[src/rtl/sram_stream_reader_pkg.sv]
// Shared constants and FSM encoding for the SRAM stream reader.
// Sized for the 32x32 register memory.
package sram_stream_reader_pkg;

  localparam int SRAM_ADDR_WIDTH = 5;
  localparam int SRAM_DATA_WIDTH = 32;
  localparam int SRAM_LEN_WIDTH  = 6;
  localparam int SRAM_DEPTH      = 32;

  typedef logic [1:0] state_t;

  localparam state_t ST_IDLE  = 2'd0;
  localparam state_t ST_READ  = 2'd1;
  localparam state_t ST_DRAIN = 2'd2;

endpackage

[src/rtl/stream_out_reg.sv]
// Single-entry valid/ready output register.
// Accepts a new word whenever it is empty or being drained.
module stream_out_reg #(
  parameter int W = 32
) (
  input  logic         clk,
  input  logic         rst_n,
  input  logic         push,
  input  logic         flush,
  input  logic [W-1:0] in_data,
  input  logic         in_last,
  input  logic         out_ready,
  output logic         load,
  output logic [W-1:0] out_data,
  output logic         out_valid,
  output logic         out_last
);

  logic [W-1:0] data_q, data_d;
  logic         valid_q, valid_d;
  logic         last_q, last_d;

  always_comb begin
    load    = !valid_q || out_ready;
    data_d  = data_q;
    valid_d = valid_q;
    last_d  = last_q;
    if (flush) begin
      valid_d = 1'b0;
      last_d  = 1'b0;
    end else if (push && load) begin
      data_d  = in_data;
      valid_d = 1'b1;
      last_d  = in_last;
    end else if (valid_q && out_ready) begin
      valid_d = 1'b0;
      last_d  = 1'b0;
    end
  end

  always_ff @(posedge clk or negedge rst_n) begin
    if (!rst_n) begin
      data_q  <= '0;
      valid_q <= 1'b0;
      last_q  <= 1'b0;
    end else begin
      data_q  <= data_d;
      valid_q <= valid_d;
      last_q  <= last_d;
    end
  end

  assign out_data  = data_q;
  assign out_valid = valid_q;
  assign out_last  = last_q;

endmodule

[src/rtl/sram_stream_reader.sv]
// Burst read engine: walks memory addresses (wrapping)
// and streams each word over valid/ready.
module sram_stream_reader
  import sram_stream_reader_pkg::*;
#(
  parameter int ADDR_WIDTH = SRAM_ADDR_WIDTH,
  parameter int DATA_WIDTH = SRAM_DATA_WIDTH,
  parameter int LEN_WIDTH  = SRAM_LEN_WIDTH
) (
  input  logic                  clock,
  input  logic                  nReset,
  input  logic                  start,
  input  logic [ADDR_WIDTH-1:0] startAddress,
  input  logic [LEN_WIDTH-1:0]  burstLength,
  input  logic                  abort,
  output logic [ADDR_WIDTH-1:0] readAddress,
  input  logic [DATA_WIDTH-1:0] dataReadPort,
  output logic [DATA_WIDTH-1:0] streamData,
  output logic                  streamValid,
  input  logic                  streamReady,
  output logic                  streamLast,
  output logic                  busy,
  output logic                  done
);

  localparam logic [LEN_WIDTH-1:0] MAX_LEN =
    LEN_WIDTH'(2 ** ADDR_WIDTH);

  state_t                state_q, state_d;
  logic [ADDR_WIDTH-1:0] ptr_q, ptr_d;
  logic [LEN_WIDTH-1:0]  rem_q, rem_d;
  logic                  done_q, done_d;
  logic [LEN_WIDTH-1:0]  len_c;
  logic                  push, flush, load;

  always_comb begin
    state_d = state_q;
    ptr_d   = ptr_q;
    rem_d   = rem_q;
    done_d  = 1'b0;
    push    = 1'b0;
    flush   = 1'b0;
    len_c   = (burstLength > MAX_LEN) ? MAX_LEN : burstLength;
    unique case (1'b1)
      state_q == ST_IDLE: begin
        if (start) begin
          ptr_d = startAddress;
          rem_d = len_c;
          if (len_c == '0) done_d = 1'b1;
          else state_d = ST_READ;
        end
      end
      state_q == ST_READ: begin
        if (abort) begin
          flush   = 1'b1;
          rem_d   = '0;
          state_d = ST_IDLE;
        end else begin
          push = 1'b1;
          if (load) begin
            ptr_d = ptr_q + ADDR_WIDTH'(1);
            rem_d = rem_q - LEN_WIDTH'(1);
            if (rem_q == LEN_WIDTH'(1)) state_d = ST_DRAIN;
          end
        end
      end
      state_q == ST_DRAIN: begin
        if (abort) begin
          flush   = 1'b1;
          rem_d   = '0;
          state_d = ST_IDLE;
        end else if (streamValid && streamReady) begin
          done_d  = 1'b1;
          state_d = ST_IDLE;
        end
      end
      default: state_d = ST_IDLE;
    endcase
  end

  always_ff @(posedge clock or negedge nReset) begin
    if (!nReset) begin
      state_q <= ST_IDLE;
      ptr_q   <= '0;
      rem_q   <= '0;
      done_q  <= 1'b0;
    end else begin
      state_q <= state_d;
      ptr_q   <= ptr_d;
      rem_q   <= rem_d;
      done_q  <= done_d;
    end
  end

  stream_out_reg #(.W(DATA_WIDTH)) u_out (
    .clk       (clock),
    .rst_n     (nReset),
    .push      (push),
    .flush     (flush),
    .in_data   (dataReadPort),
    .in_last   (rem_q == LEN_WIDTH'(1)),
    .out_ready (streamReady),
    .load      (load),
    .out_data  (streamData),
    .out_valid (streamValid),
    .out_last  (streamLast)
  );

  assign readAddress = ptr_q;
  assign busy        = (state_q != ST_IDLE);
  assign done        = done_q;

endmodule

[config.mk]
export PLATFORM = sky130hd
export DESIGN_NAME = sram_stream_reader
export DESIGN_NICKNAME = d
export VERILOG_FILES = /design/src/rtl/sram_stream_reader_pkg.sv /design/src/rtl/stream_out_reg.sv /design/src/rtl/sram_stream_reader.sv
export SDC_FILE = /design/constraint.sdc
export NUM_CORES = 1
export LEC_CHECK = 0
export CORE_MARGIN = 2
export CORE_UTILIZATION = 45
export CTS_BUF_LIST = sky130_fd_sc_hd__clkbuf_8
export CTS_CLUSTER_DIAMETER = 60
export CTS_CLUSTER_SIZE = 30
export DETAILED_ROUTE_END_ITERATION = 10
export GPL_ROUTABILITY_DRIVEN = 0
export PLACE_DENSITY = 0.83
export SLEW_MARGIN = 20
export SYNTH_ARGS = -nofsm -noshare
export SYNTH_HDL_FRONTEND = slang
export SYNTH_SLANG_ARGS = --single-unit
export TNS_END_PERCENT = 1
[constraint.sdc]
create_clock -name clock -period 2.23 [get_ports clock]
set_input_delay 0.446 -clock clock [delete_from_list [all_inputs] [get_ports clock]]
set_output_delay 0.446 -clock clock [all_outputs]
set_load 0.01 [all_outputs]
==> results.sh, run 1 <==
export IMPL_area_delta_synth_final_pct=48.6
export IMPL_antenna_left=0
export IMPL_critPathLaunchType="flip-flop"
export IMPL_ir_worst_vdd_mv=0.732
export IMPL_syn_inst=178
export IMPL_power_density_nw_per_um2=1350
export IMPL_yosysSeqAreaShare_pct=54.2
export IMPL_leakage_nw=1.36
export IMPL_syn_area_um2=2210
export IMPL_grt_max_degree=49
export IMPL_syn_num_nets=232
export IMPL_rsz0062_at_grt="no"
export IMPL_synth_edf_count=0
export IMPL_status="complete, no violations"
export IMPL_fin_crit_sh_pct=93.0
export IMPL_synth_ff_type="dfrtp_1"
export IMPL_routed_wirelength_um=5270
export IMPL_cpMaxStageDelayCell="clkdlybuf4s50_1"
export IMPL_clock_latency_ns=0.30
export IMPL_hold_violations=0
export IMPL_drc=0
export IMPL_dp_hpwl_um=3920
export IMPL_die_area_um2=5500
export IMPL_crit_type="reg2out"
export IMPL_hp_class="in2async"
export IMPL_crit_chain="inv_1 -> ha_2 -> inv_1 -> clkdlybuf4s50_1"
export IMPL_wl_per_cell_um=15.4
export IMPL_async_reset_ff_share_pct=100
export IMPL_path_max_fanout=5
export IMPL_yosysUniqueCellTypes=36
export IMPL_layout_min_cycle_time_ns=2.07
export IMPL_fin_setup_tns_ns=0
export IMPL_crit_top_cell="inv_1"
export IMPL_cp_buffers_inverters=3
export IMPL_cap_violations=0
export IMPL_synth_seq_cells=48
export IMPL_portBuffers=88
export IMPL_clk_path_buf_depth=2
export IMPL_track_usage_pct=20.3
export IMPL_slowest_delay_ns=0.48
export IMPL_skew_ns=0.00955
export IMPL_tightest_slew_ns=0.604
export IMPL_initial_utilization_pct=46.9
export IMPL_first_iter_violations=120
export IMPL_io_pins=89
export IMPL_nFillCells=367
export IMPL_antenna_cells=0
export IMPL_routed_via_count=1800
export IMPL_fin_ws_ns=0.156
export IMPL_cts_clk_slew_worst_paths_ns=0.09
export IMPL_max_slew_margin_rel_pct=59.7
export IMPL_finalMaxSlewViolations=0
export IMPL_critPathArrivalTime_ns=1.63
export IMPL_drive_gt1_share_pct=20.4
export IMPL_yosysWarnings=0
export IMPL_grt_pass1_vias=1745
export IMPL_drt_pass1_iter_count=4
export IMPL_layout_nets=329
export IMPL_rows=25
export IMPL_grt_overflow_total=0
export IMPL_cts_tree="done"
export IMPL_ctsHtreeMaxLevel=2
export IMPL_cts_root_buf="clkbuf_8"
export IMPL_max_freq_mhz=482
export IMPL_core_region_area_um2=4720
export IMPL_via_per_inst=5.26
export IMPL_cts_sinks=48
export IMPL_path_delay_family="buffers and inverters"
export IMPL_pre_cts_ws_ns=0.0321
export IMPL_setup_viol=0
export IMPL_grt_pass1_wl_um=8340
export IMPL_numCtsBuffers=5
export IMPL_synth_avg_cell_area_um2=12.4
export IMPL_critPathCaptureType="output pin"
export IMPL_die_x_um=74.2
export IMPL_antenna_found_initial=0
export IMPL_dieHeight_um=74.2
export IMPL_cp_required_ns=1.78
layer usage:
metal,global-route usage (%),part of all wire (%),wire length (um),vias to the layer above
met3,7.05,7.2,379,6
met1,25.7,41,2180,882
li1,-,-,-,847
met4,6.26,1.6,86,0
met2,32.7,50,2620,65
met5,0,0,0,-
path summary, 6_finish.rpt:
kind | startpoint | end | slack (ns) | cells past startpoint
worst max register to register | state_q[1] | rem_q[0] | 0.35 | 6
worst min-delay path | nReset | u_out.out_data[24] | 0.25 | 2
worst max-delay path | state_q[0] | busy | 0.16 | 4
worst min register to register | u_out.out_data[19] | u_out.out_data[19] | 0.51 | 1
min in group clock | u_out.out_data[19] | u_out.out_data[19] | 0.51 | 1
max in group asynchronous | nReset | u_out.out_data[19] | 1.57 | 2
logic make-up (layout without fill, tap and decap cells):
| kind of cell | count (synthesis) | count (layout) | synth area share, % |
|---|---|---|---|
| compound gates | 32 | 32 | 10.3 |
| buf+inv | 16 | 113 | 3.33 |
| fa+ha+maj | 6 | 6 | 3.39 |
| flops | 48 | 48 | 54.2 |
| simple gates | 38 | 38 | 9.66 |
| mux | 38 | 38 | 19.1 |
flip-flops by register name (all words and copies together), names as in the netlist:
signal	flops
u_out.out_data	32
rem_q	6
state_q	2
u_out.out_valid	1
done	1
readAddress	5
u_out.out_last	1
synthesized netlist by cell type (all sizes together), types with 3 or more instances:
cell type  instances  share of area [%]
ha                 6                3.4
buf                6                1.6
nand2              5               0.85
mux2              34                 17
o221a              3                1.5
nor2b              4                1.1
a21oi              4               0.90
mux2i              4                1.8
a32oi              3                1.2
dfrtp             48                 54
inv               10                1.7
nor2              11                2.2
nor4               3               0.85
nor3               4               0.90
o21ai             13                2.9
layout make-up:
| class | count | area, um2 | share of cell area (%) |
|---|---|---|---|
| Clock buffer | 5 | 68.8 | 2.09 |
| Clock inverter | 2 | 8.76 | 0.266 |
| Inverter | 10 | 37.5 | 1.14 |
| Multi-Input combinational cell | 114 | 942 | 28.6 |
| Sequential cell | 48 | 1200 | 36.5 |
| Tap cell | 67 | 83.8 | 2.55 |
| Timing Repair Buffer | 96 | 948 | 28.8 |
stage by stage:
step / instance area (um2) / total power, mW / utilization [%] / hold slack [ns] / instances
final: 3290 / 4.43 / 69.7 / 0.252 / 342
after global routing: 3290 / 4.75 / 69.7 / 0.302 / 342
after CTS: 3290 / 4.46 / 69.6 / 0.278 / 342
after detailed placement: 3210 / 3.97 / 68.0 / 0.494 / 335
after global placement: 3210 / 3.91 / 68.0 / 0.487 / 335
after floorplan: 2210 / 2.84 / - / 0.150 / 178
cells in the final DEF, fill, tap and decap left out, types with 3 or more instances in the layout:
master and instances:
nand2_1 5, mux2i_1 4, inv_1 11, nor4_1 3, nor3_1 4, a21oi_1 4
a32oi_1 3, clkbuf_8 5, dfrtp_1 48, buf_4 7, clkdlybuf4s50_1 87, o221a_2 3
ha_1 5, nor2_1 10, nor2b_1 4, mux2_2 33, o21ai_1 8, o21ai_0 5
timing repair:
item                                    in CTS  in global routing
hold buffers                                 0                  0
buffers inserted                             0                  0
gates resized for setup                      0                  1
endpoints found under the setup margin       0                  1
power by group:
part | internal (mW) | total (mW) | switching [mW]
clock | 0.209 | 0.486 | 0.277
combinational | 1.40 | 2.39 | 0.998
sequential | 1.29 | 1.55 | 0.260
No activity file was read; power rests on OpenSTA's default activity.
==> run 2: changes to the inputs <==
--- a/config.mk
+++ b/config.mk
@@ -17,4 +17,4 @@
 export SYNTH_ARGS = -nofsm -noshare
 export SYNTH_HDL_FRONTEND = slang
 export SYNTH_SLANG_ARGS = --single-unit
-export TNS_END_PERCENT = 1
+export TNS_END_PERCENT = 50
==> results of run 2 <==
Same layout as run 1: the final DEF is identical, and so are final timing and power.
